## src/rtl/elevator_pkg.sv

```systemverilog
// Shared elevator constants and types: floor count, request bit ordering, engine encoding.
package elevator_pkg;

    // Number of served floors; bit i of every floor vector is floor i+1, MSB = top floor.
    localparam int unsigned FLOORS = 3;

    typedef logic [FLOORS-1:0] floor_vec_t;

    // Engine command encoding shared with the movement FSM.
    typedef enum logic [1:0] {
        ENG_OFF  = 2'b00,
        ENG_UP   = 2'b10,
        ENG_DOWN = 2'b11
    } engine_e;

    // True when at least one floor bit is set.
    function automatic logic any_floor(input floor_vec_t v);
        return |v;
    endfunction

endpackage

```

## src/rtl/call_register_if.sv

```systemverilog
// Panel/door inputs and latched request outputs of the call register.
interface call_register_if;
    import elevator_pkg::*;

    floor_vec_t interior_panel;
    floor_vec_t exterior_panel;
    floor_vec_t doors;
    floor_vec_t requests;
    logic       any_request;
    logic       new_call;

    // Upstream side: drives buttons and door state, observes requests.
    modport master (
        output interior_panel, exterior_panel, doors,
        input  requests, any_request, new_call
    );

    // Call register side.
    modport slave (
        input  interior_panel, exterior_panel, doors,
        output requests, any_request, new_call
    );

endinterface

```

## src/rtl/button_debounce.sv

```systemverilog
// One raw button bit: 2-flop synchroniser, stable-count debounce, rising-edge detect.
module button_debounce #(
    parameter int unsigned DEBOUNCE_CYCLES = 4,
    parameter int unsigned CNT_W           = 3
) (
    input  logic clk_i,
    input  logic rst_i,
    input  logic raw_i,
    output logic rise_c
);

    localparam logic [CNT_W-1:0] CNT_LAST = CNT_W'(DEBOUNCE_CYCLES - 1);

    logic             sync1_q;
    logic             sync2_q;
    logic             deb_q;
    logic             deb_d;
    logic             prev_q;
    logic [CNT_W-1:0] cnt_q;
    logic [CNT_W-1:0] cnt_d;

    // Count consecutive disagreeing samples; flip the level on the last one.
    always_comb begin
        deb_d = deb_q;
        cnt_d = '0;
        if (sync2_q != deb_q) begin
            if (cnt_q == CNT_LAST) begin
                deb_d = sync2_q;
            end else begin
                cnt_d = cnt_q + CNT_W'(1);
            end
        end
    end

    // Synchroniser, debounced level, previous level and counter registers.
    always_ff @(posedge clk_i) begin
        if (rst_i) begin
            sync1_q <= 1'b0;
            sync2_q <= 1'b0;
            deb_q   <= 1'b0;
            prev_q  <= 1'b0;
            cnt_q   <= '0;
        end else begin
            sync1_q <= raw_i;
            sync2_q <= sync1_q;
            deb_q   <= deb_d;
            prev_q  <= deb_q;
            cnt_q   <= cnt_d;
        end
    end

    assign rise_c = deb_q & ~prev_q;

endmodule

```

## src/rtl/call_register.sv

```systemverilog
// Latches debounced button presses into per-floor requests, cleared by an open door.
module call_register
    import elevator_pkg::*;
#(
    parameter int unsigned DEBOUNCE_CYCLES = 4,
    parameter int unsigned CNT_W           = 3
) (
    input  logic            FRQ,
    input  logic            RST,
    call_register_if.slave  bus
);

    floor_vec_t int_rise;
    floor_vec_t ext_rise;
    floor_vec_t press;
    floor_vec_t requests_q;
    floor_vec_t requests_d;
    logic       new_call_q;
    logic       new_call_d;
    logic       any_request_q;
    logic       any_request_d;

    // One debouncer per interior and per exterior button.
    for (genvar i = 0; i < int'(FLOORS); i++) begin : g_floor
        button_debounce #(
            .DEBOUNCE_CYCLES (DEBOUNCE_CYCLES),
            .CNT_W           (CNT_W)
        ) u_int_deb (
            .clk_i  (FRQ),
            .rst_i  (RST),
            .raw_i  (bus.interior_panel[i]),
            .rise_c (int_rise[i])
        );

        button_debounce #(
            .DEBOUNCE_CYCLES (DEBOUNCE_CYCLES),
            .CNT_W           (CNT_W)
        ) u_ext_deb (
            .clk_i  (FRQ),
            .rst_i  (RST),
            .raw_i  (bus.exterior_panel[i]),
            .rise_c (ext_rise[i])
        );
    end

    assign press = int_rise | ext_rise;

    // Open door clears (and swallows a simultaneous press), else a press sets.
    always_comb begin
        requests_d = requests_q;
        for (int i = 0; i < int'(FLOORS); i++) begin
            if (bus.doors[i]) begin
                requests_d[i] = 1'b0;
            end else if (press[i]) begin
                requests_d[i] = 1'b1;
            end
        end
        new_call_d    = |(requests_d & ~requests_q);
        any_request_d = any_floor(requests_d);
    end

    // Output registers.
    always_ff @(posedge FRQ) begin
        if (RST) begin
            requests_q    <= '0;
            new_call_q    <= 1'b0;
            any_request_q <= 1'b0;
        end else begin
            requests_q    <= requests_d;
            new_call_q    <= new_call_d;
            any_request_q <= any_request_d;
        end
    end

    assign bus.requests    = requests_q;
    assign bus.new_call    = new_call_q;
    assign bus.any_request = any_request_q;

endmodule
```

## src/flat_wrapper.sv

```systemverilog
// flat-port wrapper written by rule: the top's interface ports become plain ports
module call_register_flat import elevator_pkg::*;
#(
    parameter int unsigned DEBOUNCE_CYCLES = 4,
    parameter int unsigned CNT_W           = 3
)
  (FRQ, RST, bus_interior_panel, bus_exterior_panel, bus_doors, bus_requests, bus_any_request, bus_new_call);
  call_register_if bus_i ();
  input  logic FRQ;
  input  logic RST;
  input wire logic [$bits(bus_i.interior_panel)-1:0] bus_interior_panel;
  input wire logic [$bits(bus_i.exterior_panel)-1:0] bus_exterior_panel;
  input wire logic [$bits(bus_i.doors)-1:0] bus_doors;
  output wire logic [$bits(bus_i.requests)-1:0] bus_requests;
  output wire logic [$bits(bus_i.any_request)-1:0] bus_any_request;
  output wire logic [$bits(bus_i.new_call)-1:0] bus_new_call;
  assign bus_i.interior_panel = bus_interior_panel;
  assign bus_i.exterior_panel = bus_exterior_panel;
  assign bus_i.doors = bus_doors;
  assign bus_requests = bus_i.requests;
  assign bus_any_request = bus_i.any_request;
  assign bus_new_call = bus_i.new_call;
  call_register #(.DEBOUNCE_CYCLES(DEBOUNCE_CYCLES), .CNT_W(CNT_W)) u_core (.FRQ(FRQ), .RST(RST), .bus(bus_i));
endmodule
```

## config.mk

```make
export PLATFORM = sky130hd
export DESIGN_NAME = call_register_flat
export DESIGN_NICKNAME = d
export VERILOG_FILES = /design/src/rtl/elevator_pkg.sv /design/src/rtl/call_register_if.sv /design/src/rtl/button_debounce.sv /design/src/rtl/call_register.sv /design/src/flat_wrapper.sv
export SDC_FILE = /design/constraint.sdc
export NUM_CORES = 1
export LEC_CHECK = 0
export CORE_ASPECT_RATIO = 0.9
export CORE_UTILIZATION = 45
export DETAILED_ROUTE_END_ITERATION = 6
export HOLD_SLACK_MARGIN = 0.1
export PLACE_DENSITY = 0.65
export RECOVER_POWER = 25
export SETUP_SLACK_MARGIN = 0.1
export SLEW_MARGIN = 20
export SYNTH_ARGS = -nofsm -noshare
export SYNTH_HDL_FRONTEND = slang
export SYNTH_SLANG_ARGS = --single-unit
```

## constraint.sdc

```tcl
create_clock -name FRQ -period 1.5 [get_ports FRQ]
set_input_delay 0.3 -clock FRQ [delete_from_list [all_inputs] [get_ports FRQ]]
set_output_delay 0.3 -clock FRQ [all_outputs]
set_load 0.1 [all_outputs]
```

Word-level counts from Yosys, hierarchy flattened
Index checks and enable logic that the tools add are counted.
{"block": "word_totals", "in_bits": 11, "register_bits": 47}
{"block": "op_classes", "n_bitwise": 21, "n_eq_ne": 12, "muxes": 6, "n_addsub": 6, "reduce_logical": 14}
{"operator": "$reduce_or 3->1", "n": 8}
{"operator": "$add 3x1->3 const B", "n": 6}
{"operator": "$eq 3x2->1 const B", "n": 6}
{"operator": "$not 1->1", "n": 12}
{"operator": "$reduce_and 2->1", "n": 6}
{"operator": "$and 1x1->1", "n": 6}
{"operator": "$mux 1", "n": 6}
{"operator": "$ne 1x1->1", "n": 6}
{"operator": "$and 3x3->3", "n": 1}
{"operator": "$not 3->3", "n": 1}
{"operator": "$or 3x3->3", "n": 1}

Logic depth before layout (Yosys ltp)
{"block": "depth", "ltp_word": 7, "mapped_depth": 4}

Modules after synthesis
Synthesis repeated with hierarchy kept, for this count alone.
{"block": "unflattened", "cells_unflattened": 137, "hier_area_um2": 1642.8}
{"mod": "button_debounce", "area_per_inst_um2": 244.0, "instances": 6, "cells_each": 20}
{"mod": "call_register", "area_per_inst_um2": 178.9, "instances": 1, "cells_each": 17}

Worst setup path after synthesis
No wires, ideal clock.
{"block": "synth_path", "path_type": "reg2reg", "from": "register u_core.requests_q[2], in the netlist u_core.bus.requests[2]", "to": "register u_core.new_call_q, in the netlist u_core.bus.new_call", "arrival_ns": 1.378, "setup_ns": 0.088, "setup_slack_ns": 0.034, "required_ns": 1.412, "path_stages_with_launch": 3, "period_less_slack_ns": 1.466, "path_buffers": 0, "path_cell_list": "dfxtp_1 -> o31ai_1 -> o221ai_1"}
{"block": "synth_via", "elab_chain_cells": 4, "elab_cells_between_ends": 5}
{"element": "start: declaration", "line": "call_register.sv:16", "rtl": "floor_vec_t requests_q;"}
{"element": "start signal: assignment", "line": "call_register.sv:69", "rtl": "requests_q <= requests_d;"}
{"element": "$mux 1", "line": "call_register.sv:54", "rtl": "end else if (press[i]) begin"}
{"element": "$mux 1", "line": "call_register.sv:52", "rtl": "if (bus.doors[i]) begin"}
{"element": "$and 3x3->3 (*)", "line": "call_register.sv:58", "rtl": "new_call_d = |(requests_d & ~requests_q);"}
{"element": "$reduce_or 3->1 (*)", "line": "call_register.sv:58"}
{"element": "end signal: assignment", "line": "call_register.sv:70", "rtl": "new_call_q <= new_call_d;"}
{"element": "end: declaration", "line": "call_register.sv:18", "rtl": "logic new_call_q;"}
Every way passes the cells marked *; elsewhere a longest branch is shown, timed or not.
A chain may end at the register's enable or synchronous reset.

Final worst setup path
{"block": "layout_path", "from": "register u_core.g_floor[0].u_ext_deb.cnt_q[0]", "to": "register u_core.g_floor[0].u_ext_deb.cnt_q[1]"}
{"block": "layout_via", "elab_chain_cells": 2, "elab_cells_between_ends": 3}
{"element": "start: declaration", "line": "button_debounce.sv:19", "rtl": "logic [CNT_W-1:0] cnt_q;"}
{"element": "start signal: assignment", "line": "button_debounce.sv:48", "rtl": "cnt_q <= cnt_d;"}
{"element": "branches (longest 2 deep; another with $add 3x1->3)"}
Parallel ways; which one is timed is not known.

==> run metrics <==
outcome finished, final reports clean; first-pass GRT wire length 4.21 mm; Mapped Area 1650 sq um; num ports 16; CP Launch Type flip-flop; pin count of the biggest net entering global routing 23; clk buf depth 2; Seq pwr share 57.5%; top cells by area, synth dfxtp_1 57%, ha_1 9.1%, nor2b_1 8.0%; FF+latch count, synth 47; Worst-path clk slew 0.08 ns; vias in the first global route 1034; number of flops mapped to enable cells by yosys 0; DR vias 1010; Worst Skew 0.00679 ns; Starting DRT DRC Count 30; # rows 20; clk_lat worst skew 0.29 ns; HP Class reg2reg; final wirelength 2.25 mm; fin crit share 88.3%; Seq/Total Area, Yosys 57.1%; Layout area overhead 23.1%; drt first pass iters 3; H-tree depth 2; r2r startpoint u_core.g_floor[0].u_ext_deb.cnt_q[0]; Synth Warn # 0; initial core utilization 48.1%; CTS tree yes; global placement routability congestion 0.720; DRC 0; average size of a mapped cell 10.7 sq um; dominant synthesized flop cell dfxtp_1; Arr. time, crit path 1.55 ns; Nets 199; CTS Root Cell clkbuf_8; Max Clk Rate 755 MHz; Antenna Nets Post-Route 0; area leader, netlist dfxtp_1; RSZ-0062 raised after global routing no; setup_tns 0 ns; Avg WL per Cell 10.2 um; Hold Crit Start u_core.g_floor[0].u_int_deb.cnt_q[0]; switching power 415 uW; Comb power frac 3.7%; Via density 4.59; peak supply drop 745 uV; Worst Setup Path Type reg2reg; P_int 1800 uW; Hold Fails Final Rpt 0; minimum clock period 1.32 ns; Setup-failing EPs final 0; Worst Max-Slew Pin Slew 0.369 ns; total track usage 14.6%; total gr overflow 0; Synth cell types 20; post-synth top area share 57.1%; die area 3910 sq um; Placed Instance Area 1930 sq um; Die Height 59.4 um; Pleak 0.000805 uW; maxcap violations 0; worst relative slew slack 75.2%; clock share of power 38.9%; cell area after layout 2030 sq um; Core ar. 3430 sq um; hold buffer count at CTS 0; Die X 65.8 um; port buffer count 15; clk sinks 47; endpoint class of the critical path flip-flop; post_cts resized 0; Power Density 1090 nW/um^2; antenna cells 0; Sw Ratio 18.7%; GR met1 Demand/Resource 16.6%; GR Layer Usage met2 24.6%; Inserted Clock Buffers 5; Filler Cell Count 278; FFs w/ async S/R, synth 0%; CP required 1.73 ns; Crit Path Max Fanout 3; post-CTS setup buffer count 0; gr busiest metal met2; Syn Nets 177; Synth Instances 154; Slew Limit Fails 0; Critical Path Start u_core.g_floor[0].u_ext_deb.cnt_q[0]; Post-DP HPWL 1.69 mm; layout cell share with drive strength beyond 1 14.2%; initial antenna violation count 0; met3 usage 6.35%
[final cells by class]
| type | instances | area, sq um | share of cell area (%) |
|---|---|---|---|
| sequential | 47 | 945 | 46.6 |
| multi-input combinational | 88 | 638 | 31.5 |
| timing repair buffer | 18 | 228 | 11.2 |
| clock buffer | 6 | 72.6 | 3.58 |
| inverter | 16 | 60.1 | 2.96 |
| tap | 44 | 55.1 | 2.71 |
| clock inverter | 1 | 30.0 | 1.48 |
[state kept, by name, summed over array words and instances, names as in the netlist]
register	cells
u_core.g_floor.u_int_deb.prev_q	3
u_core.g_floor.u_ext_deb.deb_q	3
u_core.bus.new_call	1
u_core.bus.any_request	1
u_core.bus.requests	3
u_core.g_floor.u_int_deb.cnt_q	9
u_core.g_floor.u_int_deb.deb_q	3
u_core.g_floor.u_int_deb.sync1_q	3
u_core.g_floor.u_ext_deb.sync2_q	3
u_core.g_floor.u_ext_deb.sync1_q	3
u_core.g_floor.u_ext_deb.cnt_q	9
u_core.g_floor.u_ext_deb.prev_q	3
u_core.g_floor.u_int_deb.sync2_q	3
[synthesized netlist by cell type (2+ instances only)]
master / number
nor2_2: 6
or3_4: 2
buf_2: 2
nor3_1: 2
ha_1: 12
dfxtp_1: 47
or3_1: 5
xnor2_1: 6
nor2b_1: 21
inv_1: 16
mux2i_1: 6
o31ai_1: 2
nor2_1: 20
[metal layers]
layer	up-vias	share of wire, %	routed length (um)
met2	16	47	1060
met1	456	47	1050
li1	533	-	-
met4	0	1.4	31
met3	5	4.7	107
met5	-	0	0
[final timing paths]
| path | slack (ns) | to | depth (start not counted) |
|---|---|---|---|
| min reg2reg | 0.42 | u_core.g_floor[0].u_int_deb.cnt_q[0] | 1 |
| max | 0.18 | u_core.g_floor[0].u_ext_deb.cnt_q[1] | 4 |
| max reg2reg | 0.18 | u_core.g_floor[0].u_ext_deb.cnt_q[1] | 4 |
| min | 0.42 | u_core.g_floor[0].u_int_deb.cnt_q[0] | 1 |
[worst max-delay path, stage by stage (launching register included)]
cell	delay, ns
dfxtp_1	0.32
ha_1	0.19
ha_1	0.22
or3_1	0.42
nor2_1	0.11
[per-stage QoR]
stage / cells / hold WS, ns / util, % / setup WS, ns / power (uW)
after detailed placement: 213 / 0.413 / 56.2 / -0.000616 / 1390
after global placement: 213 / 0.405 / 56.2 / 0.0180 / 1390
after global routing: 220 / 0.456 / 59.2 / 0.105 / 2320
after CTS: 220 / 0.424 / 59.2 / 0.164 / 2250
final: 220 / 0.419 / 59.2 / 0.176 / 2220
after floorplan: 154 / 0.372 / - / 0.261 / 1340
[power by group through the flow]
| stage | combinational, uW | sequential (uW) | clock, uW |
|---|---|---|---|
| floorplan | 40.1 | 1300 | 0 |
| global placement | 81.9 | 1300 | 0 |
| detailed placement | 84.9 | 1300 | 0 |
| CTS | 85.5 | 1280 | 890 |
| global route | 90.9 | 1280 | 955 |
| finish | 81.4 | 1270 | 862 |
[cells in the final DEF (no fill, tap or decap), drive strengths merged]
cell type / instances
nor2b: 22
dlygate4sd3: 1
a22oi: 1
a221oi: 1
o311ai: 1
or3: 7
ha: 12
clkdlybuf4s50: 9
xnor2: 6
nor2: 26
o31ai: 2
inv: 16
clkbuf: 8
mux2i: 6
nor3: 2
dfxtp: 47
o21ai: 1
o221ai: 1
bufinv: 1
buf: 6
[kinds of logic (layout without fill, tap and decap cells)]
family,count (synthesis),after routing,share of synthesized area (%)
fa+ha+maj,12,12,9.11
buf+inv,19,41,4.48
xor+xnor,6,6,3.19
flops,47,47,57.1
compound gates,7,7,3.26
simple gates,57,57,19.2
mux,6,6,3.64
Note: power is estimated with default switching activity, not from simulation.
